===== config.mk =====
export PLATFORM = sky130hd
export DESIGN_NAME = spi_frame_arbiter
export DESIGN_NICKNAME = d
export VERILOG_FILES = /design/src/rtl/spi_frame_arbiter.sv
export SDC_FILE = /design/constraint.sdc
export NUM_CORES = 1
export LEC_CHECK = 0
export BUFFER_PORTS_ARGS = -buffer_cell sky130_fd_sc_hd__buf_2
export CAP_MARGIN = 0
export CORE_ASPECT_RATIO = 0.6
export CORE_UTILIZATION = 38
export DETAILED_ROUTE_END_ITERATION = 10
export HOLD_SLACK_MARGIN = 0.02
export PLACE_DENSITY_LB_ADDON = 0.08
export SYNTH_ARGS = -nofsm -noshare
export SYNTH_HDL_FRONTEND = slang
export SYNTH_SLANG_ARGS = --single-unit

===== constraint.sdc =====
create_clock -name clk -period 2.4 [get_ports clk]
set_input_delay 0.72 -clock clk [delete_from_list [all_inputs] [get_ports clk]]
set_output_delay 0.72 -clock clk [all_outputs]
set_load 0.01 [all_outputs]

===== src/rtl/spi_frame_arbiter.sv =====
// rtl/spi_frame_arbiter.sv - two-requester round-robin SPI frame master (option: SPI_FRAME_ARBITER_READBACK_EN)
module spi_frame_arbiter #(
   parameter int FRAME_BITS = 60,
   parameter int CLK_DIV    = 4,
   parameter int CSB_GAP    = 2
) (
   input  logic                      clk,
   input  logic                      reset,
   input  logic [1:0]                req_valid,
   input  logic [2*FRAME_BITS-1:0]   req_data,
   output logic [1:0]                req_ready,
   output logic                      busy,
   output logic                      done,
   output logic                      done_id,
   output logic [FRAME_BITS-1:0]     rd_data,
   output logic                      rd_valid,
   output logic                      SPI_CSB,
   output logic                      SPI_CLK,
   output logic                      SPI_SDI,
   input  logic                      SPI_SDO
);

   localparam int CNT_W = $clog2(FRAME_BITS + 1);
   localparam int DIV_W = 8;
   localparam int GAP_W = $clog2(CSB_GAP + 1);
   localparam logic [CNT_W-1:0] LAST_BIT = CNT_W'(FRAME_BITS - 1);
   localparam logic [DIV_W-1:0] DIV_END  = DIV_W'(CLK_DIV - 1);
   localparam logic [GAP_W-1:0] GAP_END  = GAP_W'(CSB_GAP - 1);

   typedef enum logic [2:0] {IDLE, SETUP, SHIFT, HOLD, GAP} state_t;

   state_t                 state;
   logic [FRAME_BITS-1:0]  tx_shift;
   logic [CNT_W-1:0]       bit_cnt;
   logic [DIV_W-1:0]       div_cnt;
   logic [GAP_W-1:0]       gap_cnt;
   logic                   owner;
   logic                   last_grant;
   logic                   win_id;
   logic [FRAME_BITS-1:0]  win_data;
   logic                   accept;
   logic                   div_end;

   // Round-robin pick: a lone requester wins, a tie goes to the one not granted last
   always_comb begin
      win_id = req_valid[1];
      if (req_valid == 2'b11) begin
         win_id = ~last_grant;
      end
   end

   assign win_data  = win_id ? req_data[2*FRAME_BITS-1:FRAME_BITS] : req_data[FRAME_BITS-1:0];
   assign req_ready = (state == IDLE && !reset) ? ({win_id, ~win_id} & req_valid) : 2'b00;
   assign accept    = |(req_valid & req_ready);
   assign div_end   = (div_cnt == DIV_END);

   // Frame sequencer: SETUP, one low/high SPI_CLK period per bit, HOLD, then CSB-high gap
   always_ff @(posedge clk) begin
      if (reset) begin
         state      <= IDLE;
         tx_shift   <= '0;
         bit_cnt    <= '0;
         div_cnt    <= '0;
         gap_cnt    <= '0;
         owner      <= 1'b0;
         last_grant <= 1'b1;
         busy       <= 1'b0;
         done       <= 1'b0;
         done_id    <= 1'b0;
         SPI_CSB    <= 1'b1;
         SPI_CLK    <= 1'b0;
         SPI_SDI    <= 1'b0;
      end else begin
         done <= 1'b0;
         case (state)
            IDLE: begin
               if (accept) begin
                  tx_shift   <= win_data;
                  owner      <= win_id;
                  last_grant <= win_id;
                  bit_cnt    <= LAST_BIT;
                  div_cnt    <= '0;
                  busy       <= 1'b1;
                  SPI_CSB    <= 1'b0;
                  SPI_SDI    <= win_data[FRAME_BITS-1];
                  state      <= SETUP;
               end
            end
            SETUP: begin
               if (div_end) begin
                  div_cnt <= '0;
                  state   <= SHIFT;
               end else begin
                  div_cnt <= div_cnt + 1'b1;
               end
            end
            SHIFT: begin
               if (div_end) begin
                  div_cnt <= '0;
                  if (!SPI_CLK) begin
                     SPI_CLK <= 1'b1;
                  end else begin
                     SPI_CLK <= 1'b0;
                     if (bit_cnt == '0) begin
                        SPI_SDI <= 1'b0;
                        state   <= HOLD;
                     end else begin
                        bit_cnt  <= bit_cnt - 1'b1;
                        tx_shift <= tx_shift << 1;
                        SPI_SDI  <= tx_shift[FRAME_BITS-2];
                     end
                  end
               end else begin
                  div_cnt <= div_cnt + 1'b1;
               end
            end
            HOLD: begin
               if (div_end) begin
                  div_cnt <= '0;
                  gap_cnt <= '0;
                  SPI_CSB <= 1'b1;
                  done    <= 1'b1;
                  done_id <= owner;
                  state   <= GAP;
               end else begin
                  div_cnt <= div_cnt + 1'b1;
               end
            end
            GAP: begin
               if (gap_cnt == GAP_END) begin
                  busy  <= 1'b0;
                  state <= IDLE;
               end else begin
                  gap_cnt <= gap_cnt + 1'b1;
               end
            end
            default: state <= IDLE;
         endcase
      end
   end

`ifdef SPI_FRAME_ARBITER_READBACK_EN
   logic [FRAME_BITS-1:0] rx_shift;

   // Capture SDO on every SPI_CLK rise and publish the word as CSB releases
   always_ff @(posedge clk) begin
      if (reset) begin
         rx_shift <= '0;
         rd_data  <= '0;
         rd_valid <= 1'b0;
      end else begin
         rd_valid <= 1'b0;
         if (state == IDLE && accept) begin
            rx_shift <= '0;
         end else if (state == SHIFT && !SPI_CLK && div_end) begin
            rx_shift <= {rx_shift[FRAME_BITS-2:0], SPI_SDO};
         end
         if (state == HOLD && div_end) begin
            rd_data  <= rx_shift;
            rd_valid <= 1'b1;
         end
      end
   end
`else
   logic sdo_unused;

   assign sdo_unused = SPI_SDO;
   assign rd_data    = '0;
   assign rd_valid   = 1'b0;
`endif

endmodule

==> results.yml <==
synth:
  netlist_instances: 622
  synth.largest_area_cell: "dfxtp_1"
  seq_area_frac_synth_pct: 36.9
  netlist_top_cells_area: "dfxtp_1 (37%), a221oi_1 (11%), nand2_1 (10%)"
  ys_ff_latch: 86
  synth_top_area_share_pct: 36.9
  synth_ff_type: "dfxtp_1"
  synth_edf_count: 0
  syn_area_per_cell_um2: 7.50
  synth_cell_types: 45
  yosysWarnings: 0
  netlist_area_um2: 4660
  async_flop_share_pct: 0
cells_and_area:
  antenna_cells: 0
  area_growth_pct: 20.0
  nNetsFinal: 863
  layout-drive-gt1-share_pct: 24.0
  fin_area_um2: 5600
global_route:
  grt_use_total_pct: 18.6
  use_met2_pct: 26.8
  grt_max_degree: 65
  use_met1_pct: 27.5
  grt_pass1_vias: 3871
  grt-busiest-layer: "met1"
  grt_antenna_before_repair: 0
  grt_overflow: 0
  grt_first_pass_wirelength_mm: 19.0
  use_met3_pct: 4.64
sta:
  layout_setup_ws_ns: 0.148
  max_freq_ghz: 0.444
  max_slew.worst_pin.slew_ns: 0.675
  rsz0062_at_grt: "true"
  final_max_slew_viol_count: 0
  finClkSkew_ns: 0.0112
  finalCritPeriodShare_pct: 93.9
  finalHoldViolations: 0
  finalSetupViolCount: 0
  period_needed_ns: 2.25
  slew_headroom_pct: 55.0
  fin_setup_tns_ns: 0
worst_setup_path:
  critPathMaxStageDelay_ns: 0.38
  crit_family: "compound AO/OA/AOI/OAI gates"
  reg2reg_from: "div_cnt[0]$_SDFFE_PP0P_"
  crit_type: "register to register"
  crit_buf_inv: 1
  critPathLaunchType: "register"
  cp-end-kind: "register"
  r2r-end: "bit_cnt[5]$_SDFFE_PP0P_"
  critPathRequiredTime_ns: 2.58
  worstPathArrival_ns: 2.43
  critPathMaxFanout: 33
  critPathSlowestCell: "dfxtp_1"
  cp_cell_sequence: "ha_1 > nor4b_4 > o2111ai_4 > a21o_2 > buf_4 > o31ai_1 > a31oi_1"
  worst-r2r-setup-slack_ns: 0.15
  r2r_cells: 7
placed_design:
  pre_cts_ws_ns: 0.118
  dpl-instance-area_um2: 5270
  numPortBuffers: 131
  hpwlAfterDp_mm: 8.52
  place_congestion: 0.837
clocking:
  post_cts_buffers: 0
  postCtsHoldBufs: 0
  clock_latency_ns: 0.33
  htreeDepth: 3
  cts_max_path_buffers: 2
  cts_tree: "done"
  path_clk_slew_ns: 0.06
  ctsResizeCount: 0
  cts-buffers-inserted: 9
  cts.sinks: 86
  cts_root_buffer: "clkbuf_16"
status:
  status: "finished, final reports clean"
worst_hold_path:
  worstHoldEndpoint: "SPI_CSB$_SDFFE_PP1P_"
  hp-class: "register to register"
  min_from: "SPI_CSB$_SDFFE_PP1P_"
  hold_depth: 2
floorplan:
  core-area_um2: 11600
  die_x_um: 145
  ioPinCount: 194
  chipHeight_um: 87.8
  fp.dieArea_um2: 12700
  placementRows: 30
  start_util_pct: 40.1
routing:
  drc: 0
  dr.pass1.iters: 5
  wl_per_cell_um: 13.0
  routed-via-count: 4506
  dr.first_iter.drc_count: 279
  routed_via_density: 5.01
  wirelength_mm: 11.7
  ant_nets: 0
job:
  maxCapViolCount: 0
pwr:
  power_w: 0.00354
  p_leak_nw: 2.48
  worst_ir_drop_vdd_mv: 0.348
  power_density_nw_per_um2: 633
==> cell usage in the layout (no fill, tap or decap), types with 3 or more instances in the layout <==
cell type,Yosys,layout
conb_1,1,61
a31oi_1,3,3
buf_2,7,131
buf_4,62,16
dfxtp_1,86,86
o21ai_0,7,7
clkbuf_16,0,9
mux2i_1,3,3
and3_1,4,4
nand3_1,6,6
a221oi_1,58,56
nor2_1,82,81
nand3b_1,6,6
a21oi_1,75,75
ha_1,4,4
nand2_1,130,129
nor3_1,6,6
inv_1,5,5
a211oi_1,5,5
==> through the flow <==
stage / cells / hold WS [ns] / util [%]
after detailed placement: 883 / 0.446 / 45.2
after global placement: 883 / 0.451 / 45.2
final: 899 / 0.459 / 48.1
after global routing: 899 / 0.515 / 48.1
after CTS: 899 / 0.462 / 47.9
after floorplan: 682 / 0.452 / -
==> flip-flops by register name, indices dropped and copies added, names as in the netlist <==
signal      cells
tx_shift       59
SPI_CSB         1
busy            1
done            1
div_cnt         8
SPI_CLK         1
bit_cnt         6
state           3
gap_cnt         2
SPI_SDI         1
done_id         1
owner           1
last_grant      1
==> cells in the mapped netlist (3+ instances only) <==
master    instances
ha_1              4
a21oi_1          75
nand3_1           6
buf_2             7
dfxtp_1          86
buf_4            62
a211oi_1          5
and3_1            4
mux2i_1           3
inv_1             5
nor2_1           82
o21ai_0           7
a31oi_1           3
nand3b_1          6
a221oi_1         58
nand2_1         130
clkbuf_1         36
nor3_1            6
==> worst min-delay path, stage by stage, from the launching register on <==
cell and delay, ns:
dfxtp_1 0.32, a21oi_1 0.06, nand2_1 0.05
==> where the power goes <==
part / switching, W / internal, W / leakage (nW)
combinational: 0.000342 / 0.000239 / 1.63
clock: 0.000569 / 0.000840 / 0.145
sequential: 0.0000497 / 0.00150 / 0.702
==> per-layer routing <==
| metal | wire length, um | part of all wire, % |
|---|---|---|
| met2 | 4790 | 41 |
| met4 | 34 | 0.29 |
| met1 | 6310 | 54 |
| met5 | 0 | 0 |
| met3 | 592 | 5.1 |
==> worst max-delay path by stage <==
stage / start / end / cells past startpoint
finish: div_cnt[0]$_SDFFE_PP0P_ / bit_cnt[5]$_SDFFE_PP0P_ / 7
CTS: div_cnt[0]$_SDFFE_PP0P_ / tx_shift[26]$_SDFFE_PP0P_ / 7
global placement: reset / bit_cnt[3]$_SDFFE_PP0P_ / 7
global route: div_cnt[0]$_SDFFE_PP0P_ / tx_shift[36]$_SDFFE_PP0P_ / 7
floorplan: req_valid[1] / req_ready[0] / 4
detailed placement: reset / tx_shift[26]$_SDFFE_PP0P_ / 7
==> cell families after synthesis <==
family | synth area share [%]
fa+ha+maj | 1.07
xor+xnor | 0.751
compound gates | 23.7
other cells | 0.0804
buf+inv | 14.6
simple gates | 22.2
mux | 0.644
flops | 36.9
==> area by class of cell <==
| type | instances | area [um^2] |
|---|---|---|
| clock buffer | 10 | 239 |
| clock inverter | 6 | 67.6 |
| fill | 1170 | 6040 |
| inverter | 5 | 18.8 |
| multi-input combinational | 483 | 2530 |
| sequential | 86 | 1720 |
| tap | 160 | 200 |
| timing repair buffer | 149 | 816 |
(Power assumes the default switching activity.)
